<file path="src/rtl/wt_dcache_miss_resp.sv">
// Miss responder for the write-through dcache read ports: arbitrates port misses, tracks one
// outstanding line fill (MSHR), issues the memory read and writes the returned line into the cache.
module wt_dcache_miss_resp #(
   parameter int NumPorts = 3,
   parameter int PlenW    = 56,
   parameter int SetAssoc = 8,
   parameter int OffsetW  = 4,
   parameter int LineW    = 128,
   parameter int IdW      = 2
) (
   input  logic                         clk_i,
   input  logic                         rst_i,
   input  logic [NumPorts-1:0]          miss_req_i,
   input  logic [NumPorts*PlenW-1:0]    miss_paddr_i,
   input  logic [NumPorts-1:0]          miss_nc_i,
   input  logic [NumPorts*3-1:0]        miss_size_i,
   input  logic [NumPorts*SetAssoc-1:0] miss_vld_bits_i,
   input  logic [NumPorts*IdW-1:0]      miss_id_i,
   output logic [NumPorts-1:0]          miss_ack_o,
   output logic [NumPorts-1:0]          miss_replay_o,
   output logic [NumPorts-1:0]          miss_rtrn_vld_o,
   output logic                         mem_req_o,
   input  logic                         mem_gnt_i,
   output logic [PlenW-1:0]             mem_paddr_o,
   output logic [2:0]                   mem_size_o,
   output logic                         mem_nc_o,
   output logic [IdW-1:0]               mem_id_o,
   input  logic                         mem_rtrn_vld_i,
   input  logic [IdW-1:0]               mem_rtrn_id_i,
   input  logic [LineW-1:0]             mem_rtrn_data_i,
   output logic                         wr_cl_vld_o,
   output logic [SetAssoc-1:0]          wr_cl_way_o,
   output logic [12-OffsetW-1:0]        wr_cl_idx_o,
   output logic [PlenW-12-1:0]          wr_cl_tag_o,
   output logic [LineW-1:0]             wr_cl_data_o,
   output logic                         busy_o
);

   localparam int PortW = (NumPorts > 1) ? $clog2(NumPorts) : 1;
   localparam int CandW = PortW + 1;
   localparam int WayW  = (SetAssoc > 1) ? $clog2(SetAssoc) : 1;

   typedef enum logic [1:0] {
      IDLE     = 2'd0,
      MEM_REQ  = 2'd1,
      MEM_WAIT = 2'd2
   } state_e;

   state_e               state_r, state_s;
   logic [PortW-1:0]     rr_ptr_r, rr_next_s, win_port_s, mshr_port_r;
   logic [CandW-1:0]     cand_s;
   logic                 win_vld_s, accept_s, rtrn_hit_s, all_vld_s;
   logic [SetAssoc-1:0]  sel_vld_bits_s, way_s;
   logic [PlenW-1:0]     mshr_paddr_r;
   logic                 mshr_nc_r;
   logic [2:0]           mshr_size_r;
   logic [SetAssoc-1:0]  mshr_way_r;
   logic [IdW-1:0]       mshr_id_r;
   logic [7:0]           lfsr_r;

   // round-robin pick of the first requesting port at or after the pointer
   always_comb begin
      win_vld_s  = 1'b0;
      win_port_s = '0;
      cand_s     = '0;
      for (int i = 0; i < NumPorts; i++) begin
         cand_s = {1'b0, rr_ptr_r} + CandW'(i);
         if (cand_s >= CandW'(NumPorts)) begin
            cand_s = cand_s - CandW'(NumPorts);
         end else begin
            cand_s = cand_s;
         end
         if (!win_vld_s && miss_req_i[cand_s[PortW-1:0]]) begin
            win_vld_s  = 1'b1;
            win_port_s = cand_s[PortW-1:0];
         end else begin
            win_vld_s  = win_vld_s;
         end
      end
      if (win_port_s == PortW'(NumPorts - 1)) begin
         rr_next_s = '0;
      end else begin
         rr_next_s = win_port_s + PortW'(1);
      end
   end

   // victim way: lowest invalid way, otherwise pseudo-random from the LFSR
   always_comb begin
      sel_vld_bits_s = miss_vld_bits_i[win_port_s*SetAssoc +: SetAssoc];
      way_s          = '0;
      all_vld_s      = 1'b1;
      for (int i = 0; i < SetAssoc; i++) begin
         if (all_vld_s && !sel_vld_bits_s[i]) begin
            way_s[i]  = 1'b1;
            all_vld_s = 1'b0;
         end else begin
            all_vld_s = all_vld_s;
         end
      end
      if (all_vld_s) begin
         way_s = SetAssoc'(1) << lfsr_r[WayW-1:0];
      end else begin
         way_s = way_s;
      end
   end

   // FSM next state; reset suppresses accept and completion in the same cycle
   always_comb begin
      state_s    = state_r;
      accept_s   = 1'b0;
      rtrn_hit_s = 1'b0;
      case (state_r)
         IDLE: begin
            if (win_vld_s && !rst_i) begin
               accept_s = 1'b1;
               state_s  = MEM_REQ;
            end else begin
               state_s  = IDLE;
            end
         end
         MEM_REQ: begin
            if (mem_gnt_i) begin
               state_s = MEM_WAIT;
            end else begin
               state_s = MEM_REQ;
            end
         end
         MEM_WAIT: begin
            if (mem_rtrn_vld_i && (mem_rtrn_id_i == mshr_id_r) && !rst_i) begin
               rtrn_hit_s = 1'b1;
               state_s    = IDLE;
            end else begin
               state_s    = MEM_WAIT;
            end
         end
         default: state_s = IDLE;
      endcase
   end

   // state, arbitration pointer, LFSR and MSHR capture
   always_ff @(posedge clk_i) begin
      if (rst_i) begin
         state_r      <= IDLE;
         rr_ptr_r     <= '0;
         lfsr_r       <= 8'hA5;
         mshr_port_r  <= '0;
         mshr_paddr_r <= '0;
         mshr_nc_r    <= 1'b0;
         mshr_size_r  <= 3'b000;
         mshr_way_r   <= '0;
         mshr_id_r    <= '0;
      end else begin
         state_r <= state_s;
         if (accept_s) begin
            rr_ptr_r     <= rr_next_s;
            mshr_port_r  <= win_port_s;
            mshr_paddr_r <= miss_paddr_i[win_port_s*PlenW +: PlenW];
            mshr_nc_r    <= miss_nc_i[win_port_s];
            mshr_size_r  <= miss_size_i[win_port_s*3 +: 3];
            mshr_way_r   <= way_s;
            mshr_id_r    <= miss_id_i[win_port_s*IdW +: IdW];
            if (!miss_nc_i[win_port_s] && all_vld_s) begin
               lfsr_r <= {lfsr_r[6:0], lfsr_r[7] ^ lfsr_r[5] ^ lfsr_r[4] ^ lfsr_r[3]};
            end
         end
      end
   end

   // port handshakes, memory request and cacheline write
   always_comb begin
      miss_ack_o      = '0;
      miss_rtrn_vld_o = '0;
      miss_replay_o   = '0;
      if (accept_s) begin
         miss_ack_o[win_port_s] = 1'b1;
      end else begin
         miss_ack_o = '0;
      end
      if (rtrn_hit_s) begin
         miss_rtrn_vld_o[mshr_port_r] = 1'b1;
      end else begin
         miss_rtrn_vld_o = '0;
      end
      for (int p = 0; p < NumPorts; p++) begin
         miss_replay_o[p] = (state_r != IDLE) && !rst_i && miss_req_i[p] && !miss_nc_i[p]
                          && (miss_paddr_i[p*PlenW+OffsetW +: PlenW-OffsetW]
                              == mshr_paddr_r[PlenW-1:OffsetW])
                          && !(rtrn_hit_s && (mshr_port_r == PortW'(p)));
      end
      mem_req_o = (state_r == MEM_REQ);
      if (mem_req_o) begin
         mem_paddr_o = mshr_nc_r ? mshr_paddr_r : {mshr_paddr_r[PlenW-1:OffsetW], {OffsetW{1'b0}}};
         mem_size_o  = mshr_nc_r ? mshr_size_r : 3'b111;
         mem_nc_o    = mshr_nc_r;
         mem_id_o    = mshr_id_r;
      end else begin
         mem_paddr_o = '0;
         mem_size_o  = 3'b000;
         mem_nc_o    = 1'b0;
         mem_id_o    = '0;
      end
      wr_cl_vld_o = rtrn_hit_s && !mshr_nc_r;
      if (wr_cl_vld_o) begin
         wr_cl_way_o  = mshr_way_r;
         wr_cl_idx_o  = mshr_paddr_r[11:OffsetW];
         wr_cl_tag_o  = mshr_paddr_r[PlenW-1:12];
         wr_cl_data_o = mem_rtrn_data_i;
      end else begin
         wr_cl_way_o  = '0;
         wr_cl_idx_o  = '0;
         wr_cl_tag_o  = '0;
         wr_cl_data_o = '0;
      end
      busy_o = (state_r != IDLE);
   end

   wt_dcache_miss_resp_chk #(
      .NumPorts(NumPorts), .PlenW(PlenW), .SetAssoc(SetAssoc), .IdW(IdW)
   ) i_chk (
      .clk_i          (clk_i),
      .rst_i          (rst_i),
      .miss_ack       (miss_ack_o),
      .miss_replay    (miss_replay_o),
      .miss_rtrn_vld  (miss_rtrn_vld_o),
      .wr_cl_way      (wr_cl_way_o),
      .mem_req        (mem_req_o),
      .mem_gnt        (mem_gnt_i),
      .mem_paddr      (mem_paddr_o),
      .mem_size       (mem_size_o),
      .mem_nc         (mem_nc_o),
      .mem_id         (mem_id_o)
   );

endmodule

// Protocol checker: handshake exclusivity, one-hot way and memory request stability.
module wt_dcache_miss_resp_chk #(
   parameter int NumPorts = 3,
   parameter int PlenW    = 56,
   parameter int SetAssoc = 8,
   parameter int IdW      = 2
) (
   input logic                clk_i,
   input logic                rst_i,
   input logic [NumPorts-1:0] miss_ack,
   input logic [NumPorts-1:0] miss_replay,
   input logic [NumPorts-1:0] miss_rtrn_vld,
   input logic [SetAssoc-1:0] wr_cl_way,
   input logic                mem_req,
   input logic                mem_gnt,
   input logic [PlenW-1:0]    mem_paddr,
   input logic [2:0]          mem_size,
   input logic                mem_nc,
   input logic [IdW-1:0]      mem_id
);
   a_ack_onehot: assert property (@(posedge clk_i) disable iff (rst_i) $onehot0(miss_ack));
   a_way_onehot: assert property (@(posedge clk_i) disable iff (rst_i) $onehot0(wr_cl_way));
   a_excl: assert property (@(posedge clk_i) disable iff (rst_i)
      ((miss_ack & miss_replay) | (miss_ack & miss_rtrn_vld) | (miss_replay & miss_rtrn_vld)) == '0);
   a_req_stable: assert property (@(posedge clk_i) disable iff (rst_i)
      (mem_req && !mem_gnt) |=> (mem_req && $stable(mem_paddr) && $stable(mem_size)
                                 && $stable(mem_nc) && $stable(mem_id)));
endmodule

</file>
<file path="config.mk">
export PLATFORM = sky130hd
export DESIGN_NAME = wt_dcache_miss_resp
export DESIGN_NICKNAME = d
export VERILOG_FILES = /design/src/rtl/wt_dcache_miss_resp.sv
export SDC_FILE = /design/constraint.sdc
export NUM_CORES = 1
export LEC_CHECK = 0
export BUFFER_PORTS_ARGS = -buffer_cell sky130_fd_sc_hd__buf_2
export CAP_MARGIN = 20
export CORE_AREA = 8 8 230 232
export DETAILED_ROUTE_END_ITERATION = 7
export DIE_AREA = 0 0 238 240
export HOLD_SLACK_MARGIN = 0.05
export PLACE_DENSITY = 0.41
export SLEW_MARGIN = 20
export SYNTH_ARGS = -nofsm -noshare
export SYNTH_HDL_FRONTEND = slang
export SYNTH_SLANG_ARGS = --single-unit
</file>
<file path="constraint.sdc">
create_clock -name clk_i -period 4.3 [get_ports clk_i]
set_clock_uncertainty 0.1 [all_clocks]
set_input_delay 1.075 -clock clk_i [delete_from_list [all_inputs] [get_ports clk_i]]
set_output_delay 1.075 -clock clk_i [all_outputs]
set_load 0.01 [all_outputs]
</file>
==> impl_metrics.toml, run 1 <==
[die]
die_h_um = 240
dieWidth_um = 238
rows = 82
pin_count = 609
die-area_um2 = 57100
start_util_pct = 17.3
core_area_um2 = 49500

[route]
routed_wl_um = 66900
drc = 0
first_iter_violations = 556
dr.pass1.iters = 5
avgViaCountPerCell = 4.54
vias = 11290
avgRoutedWirePerCell_um = 26.9
ant_nets = 0

[synth]
synth_cell_types = 67
syn_area_per_cell_um2 = 6.84
yosysMostFrequentCell = "and2_1"
synthCells = 1254
async_flop_share_pct = 0
synth_common_cells = "and2_1, nor2_1, nand2_1"
synth_top_area_share_pct = 19.6
synthesis.area_um2 = 8580
synth_top_area_cell = "dfxtp_1"
ys_warn_count = 0
seq_area_frac_synth_pct = 19.6
ys_top_cells_by_area = "dfxtp_1, and2_1, xor2_1"
ys_ff_latch = 84
synth-edff-count = 0
synth_top_flop_cell = "dfxtp_1"
syn_nets = 1605

[critical_path]
endpoint_kind = "primary output"
rrSetupSlack_ps = 610
crit_required_ps = 3120
cp-start-kind = "input port"
crit_arrival_ps = 2950
cp_max_fo = 2
setup.worst_path.class = "input port to primary output"
rr_worst_depth = 10
r2r-start = "rr_ptr_r[1]"
worstReg2RegEnd = "mshr_way_r[0]"

[timing]
hold_viol = 0
rsz0062_at_grt = "false"
hold_ws_ps = 379
tightestPinTransition_ps = 962
fmax_mhz = 242
final_max_slew_viol_count = 0
finalCritPeriodShare_pct = 95.9
setup_viol = 0
timing.slew.headroom_pct = 35.8
fin_crit_ps = 4120

[placement]
portBuffers = 608
dpl.hpwl_um = 56200
place.gp.congestion = 0.978

[power]
p_int_mw = 3.09
irDropWorstVdd_mv = 0.306
powerDensity_nw_per_um2 = 533
power_frac_comb_pct = 67.5
power_mw = 6.83
clkPwrFrac_pct = 12.8
cellLeakagePower_nw = 6.44
p_switching_mw = 3.73
swShare_pct = 54.7
seqPwrFrac_pct = 19.6

[global_routing]
grt_pass1_vias = 11272
overflow = 0
grt_start_max_net_pins = 70
grt_pass1_wl_um = 89800
antenna_found_initial = 45
grt_usage_pct = 22.0

[run_status]
status = "finished clean"

[clocking]
cts.reportedPaths.clkPinSlew_ps = 70
cts_tree = "built"
cts-root-buf = "clkbuf_16"
cts_hold_buf = 0
cts_sinks = 84
worstSkewPairLatency_ps = 370
post_cts_buffers = 0
cts_buffers = 9
cts_max_path_buffers = 2
h-tree-depth = 3

[cells_and_area]
postLayoutCoreUtil_pct = 25.9
layout-drive-gt1-share_pct = 38.7
area_delta_synth_final_pct = 49.4
fillerInstances = 5719
nNetsFinal = 2142

[hold_path]
min_from = "lfsr_r[6]"
hold_path_end = "lfsr_r[6]"
hold-path-cell-count = 2
hp-class = "flop to flop"

[job]
drv_cap = 0
==> critical path, cell delays in order <==
cell and delay, ps:
buf_2 110, xor2_1 200, nor4_4 400, nand3_2 180
nor4_1 290, nand4_1 170, nor4_1 280, buf_4 230
==> cells in the final DEF (no fill, tap or decap), types with 4 or more instances in the layout <==
cell type,netlist,layout
buf_2,3,606
and2_1,220,220
nor2_1,138,136
nand2_1,134,133
dfxtp_1,84,84
xor2_1,75,75
a21oi_1,74,73
xnor2_1,53,53
buf_4,2,42
inv_1,40,39
a311oi_1,39,39
mux2i_1,29,29
nor4_1,26,25
nand4_1,23,23
diode_2,0,18
a211oi_1,18,18
nor3_1,17,17
o22ai_1,17,17
o21ai_0,15,15
nand2b_1,12,12
and3_1,10,10
o211ai_1,10,10
clkbuf_16,0,9
a21boi_0,7,7
a221oi_1,8,7
nand3_1,7,6
buf_12,0,6
nand3b_1,4,4
nor3b_1,5,4
inv_6,0,4
==> flip-flops by register name, summed over array words and instances (netlist names) <==
name and flops:
mshr_nc_r 1, rr_ptr_r 2, mshr_port_r 2, mshr_paddr_r 56, mshr_id_r 2, state_r 2, mshr_size_r 3, lfsr_r 8
mshr_way_r 8
==> cell families after synthesis <==
family                     Yosys count  synth area share (%)
DFF                                 84                  19.6
xor gates and xnor gates           128                  13.1
buffers and inverters              169                  7.70
AOI/OAI and AO/OA                  226                  18.3
and+or+nand+nor                    613                  37.1
muxes                               30                  3.65
adders and majority gates            4                 0.584
==> routing by layer <==
layer  GRT usage (%)  part of all wire (%)  wire (um)
met5               0                  0.51        343
met4            5.95                   2.2       1500
met3            6.88                   7.6       5060
met2            41.5                    52      35000
met1            23.4                    37      24900
==> cell type report <==
cell class | count | area [um2] | area share, %
multi-input cells | 1001 | 6310 | 49.3
diodes | 18 | 45.0 | 0.352
clock buffers | 9 | 225 | 1.76
well taps | 672 | 841 | 6.56
flip-flops and latches | 84 | 1680 | 13.1
inverters | 41 | 154 | 1.20
repair buffers | 654 | 3470 | 27.1
clock inverters | 7 | 81.3 | 0.635
==> how the worst max path moves through the flow <==
stage / startpoint / end / slack (ps)
floorplan: miss_req_i[0] / miss_ack_o[1] / 350
global placement: mem_rtrn_id_i[1] / miss_replay_o[2] / -190
detailed placement: miss_paddr_i[66] / miss_replay_o[1] / -250
CTS: miss_paddr_i[106] / miss_replay_o[1] / 40
global route: miss_paddr_i[82] / miss_replay_o[1] / 20
finish: miss_paddr_i[106] / miss_replay_o[1] / 180
==> power groups by stage <==
stage          combinational, mW  sequential, mW  clock [mW]
6_report                    4.61            1.34       0.877
4_1_cts                     4.62            1.34       0.913
3_3_place_gp                4.57            1.35           0
5_1_grt                     5.02            1.37       0.939
2_1_floorplan               3.08            1.11           0
3_5_place_dp                4.60            1.36           0
==> timing repair <==
action | 4_1_cts | 5_1_grt
hold endpoints to repair | 0 | 0
cloned | 0 | 0
endpoints found under the setup margin | 6 | 2
resized for setup | 5 | 3
pin swaps | 1 | 0
==> metrics by stage <==
step	setup TNS [ps]	instance area, um2	worst slack, ps	cells
global placement	-447	12400	-186	2452
finish	0	12800	176	2486
global route	0	12800	19.7	2477
floorplan	0	8580	350	1254
detailed placement	-459	12400	-254	2452
CTS	0	12700	42.7	2468
Power figures use the tool's default switching activity.
==> run 2: changes to the inputs <==
--- a/config.mk
+++ b/config.mk
@@ -5,13 +5,14 @@
 export SDC_FILE = /design/constraint.sdc
 export NUM_CORES = 1
 export LEC_CHECK = 0
+export ABC_AREA = 1
 export BUFFER_PORTS_ARGS = -buffer_cell sky130_fd_sc_hd__buf_2
 export CAP_MARGIN = 20
-export CORE_AREA = 8 8 230 232
+export CORE_AREA = 8 8 234 236
 export DETAILED_ROUTE_END_ITERATION = 7
-export DIE_AREA = 0 0 238 240
+export DIE_AREA = 0 0 242 244
 export HOLD_SLACK_MARGIN = 0.05
-export PLACE_DENSITY = 0.41
+export PLACE_DENSITY = 0.39
 export SLEW_MARGIN = 20
 export SYNTH_ARGS = -nofsm -noshare
 export SYNTH_HDL_FRONTEND = slang
==> run 2 against run 1 <==
Cell area fell by 0.79%; worst hold slack got worse by 13 ps; worst setup slack got worse by 59 ps; fmax fell by 1.4%; clock-buffer cell count rose by 2; via count rose by 14%; cell count rose by 11%.
==> impl_metrics.toml, run 2 <==
[critical_path]
setup.worst_path.class = "input port to primary output"
crit_required_ps = 3120
crit_path_max_incr_delay_ps = 580
cp_cell_sequence = "buf_2 -> nand2_1 -> o21ai_0 -> or4_1 -> nor3_1 -> nand4_1 -> nor4_1 -> buf_2"
critPathBufInv = 2
cp_top_family = "simple AND/OR/NAND/NOR gates"
rrSetupSlack_ps = 810
worstReg2RegEnd = "mshr_paddr_r[23]"
crit_arrival_ps = 3010
rr_worst_depth = 18
endpoint_kind = "primary output"
slowest_stage = "or4_1"
cp_max_fo = 3
cp-start-kind = "input port"
crit_top_cell = "buf_2"
r2r-start = "rr_ptr_r[0]"

[synth]
ys_warn_count = 0
synth_cell_types = 48
synth_top_flop_cell = "dfxtp_1"
synthesis.area_um2 = 8220
yosysMostFrequentCell = "nor2_1"
async_flop_share_pct = 0
synth_top_area_cell = "dfxtp_1"
syn_area_per_cell_um2 = 5.62
ys_top_cells_by_area = "dfxtp_1, nor2_1, inv_1"
ys_ff_latch = 84
syn_nets = 1812
synth-edff-count = 0
synthCells = 1461
seq_area_frac_synth_pct = 20.5
synth_top_area_share_pct = 20.5
synth_common_cells = "nor2_1, inv_1, nand2_1"

[cells_and_area]
top_register = "mshr_paddr_r"
reg.largest.list = "mshr_paddr_r: 56 flops, lfsr_r: 8 flops, mshr_way_r: 8 flops"
final_cell_mix = "buf_2, nor2_1, inv_1, nand2_1, o21ai_0"
postLayoutCoreUtil_pct = 25.0
largest_reg_flops = 56
nNetsFinal = 2429
area_delta_synth_final_pct = 54.7
final_common_cell = "buf_2"
final_cell_count_no_fill = 2771
fin_area_um2 = 12700
layout-drive-gt1-share_pct = 35.2

[route]
ant_nets = 0
first_iter_violations = 1039
avgViaCountPerCell = 4.66
avgRoutedWirePerCell_um = 24.9
met3RoutedLength_um = 6840
top_layer = "met5"
routed_wl_um = 69100
dr.pass1.iters = 5
wl_met1_um = 28200
drc = 0
wl_met2_um = 31800
vias = 12917

[global_routing]
grt_pass1_vias = 13250
antenna_found_initial = 31
grt_pass1_wl_um = 96400
grt_usage_pct = 22.2
grt_start_max_net_pins = 54
overflow = 0

[timing]
fmax_mhz = 239
tightestPinTransition_ps = 712
timing.slew.headroom_pct = 52.5
hold_viol = 0
hold_ws_ps = 366
rsz0062_at_grt = "false"
fin_crit_ps = 4180
setup_viol = 0
setup_slack_ps = 117
finalCritPeriodShare_pct = 97.3
finalSetupTns_ps = 0
final_max_slew_viol_count = 0

[placement]
postPlaceCellArea_um2 = 12400
dpl.hpwl_um = 57800
portBuffers = 608
place.gp.congestion = 0.962
dp.cells = 2747
preCtsSetupSlack_ps = -215

[hold_path]
min_from = "mshr_way_r[2]"
hp-class = "flop to flop"
hold_path_end = "mshr_way_r[2]"
hold-path-cell-count = 2

[clocking]
cts_sinks = 84
cts.reportedPaths.clkPinSlew_ps = 70
cts-root-buf = "clkbuf_16"
cts_max_path_buffers = 2
cts_hold_buf = 0
cts_buffers = 9
cts_tree = "built"
worstSkewPairLatency_ps = 370
h-tree-depth = 3

[die]
core_area_um2 = 50900
start_util_pct = 16.1
pin_count = 609
die_h_um = 244
die-area_um2 = 59000
dieWidth_um = 242
rows = 83

[run_status]
status = "finished clean"

[power]
irDropWorstVdd_mv = 0.491
cellLeakagePower_nw = 7.07
powerDensity_nw_per_um2 = 607
power_mw = 7.72

[job]
drv_cap = 0
run 2: worst register-to-register path, delay by kind of cell, from the launching register on:
kind,cells,cell delay (ps)
AO/OA/AOI/OAI,2,300
adder cells (fa/ha/maj),1,420
buffers and inverters,6,1060
flip-flops,1,390
AND/OR/NAND/NOR,9,1150
run 2: how the worst max path moves through the flow:
stage,from,endpoint,slack (ps),depth (start not counted)
after floorplan,miss_req_i[2],miss_ack_o[1],610,12
after global placement,miss_req_i[1],miss_replay_o[1],-140,9
after detailed placement,miss_req_i[1],miss_replay_o[1],-210,9
after CTS,rr_ptr_r[0],miss_ack_o[1],40,15
after global routing,mem_rtrn_id_i[1],wr_cl_tag_o[13],20,14
final,miss_paddr_i[145],miss_replay_o[2],120,8
run 2: power by group:
| part | total (mW) | switching (mW) | internal, mW |
|---|---|---|---|
| Sequential | 1.37 | 0.308 | 1.07 |
| Combinational | 5.53 | 3.97 | 1.56 |
| Clock | 0.813 | 0.402 | 0.410 |
| Total | 7.72 | 4.68 | 3.03 |
run 2: kinds of logic after synthesis:
| kind of cell | synth area share, % |
|---|---|
| AO/OA/AOI/OAI | 23.4 |
| XOR/XNOR | 3.94 |
| adder cells (fa/ha/maj) | 0.609 |
| buffers and inverters | 17.1 |
| flip-flops | 20.5 |
| AND/OR/NAND/NOR | 34.5 |
run 2: metal layers:
layer	GRT usage, %	vias to the layer above
li1	-	5969
met1	27.2	5996
met2	36.7	776
met3	7.36	132
met4	6.65	44
met5	0	-
run 2: layout make-up:
class / count / area [um2]
antenna: 8 / 20.0
clock buffer: 11 / 243
clock inverter: 5 / 37.5
fill: 5999 / 38200
inverter: 300 / 1130
multi-input combinational: 1010 / 5180
sequential: 84 / 1680
tap: 680 / 851
timing repair buffer: 673 / 3570
run 2: what timing repair did:
action,4_1_cts,5_1_grt
pin swaps,0,1
buffers inserted,0,0
endpoints found under the setup margin,2,3
gates resized for setup,3,5
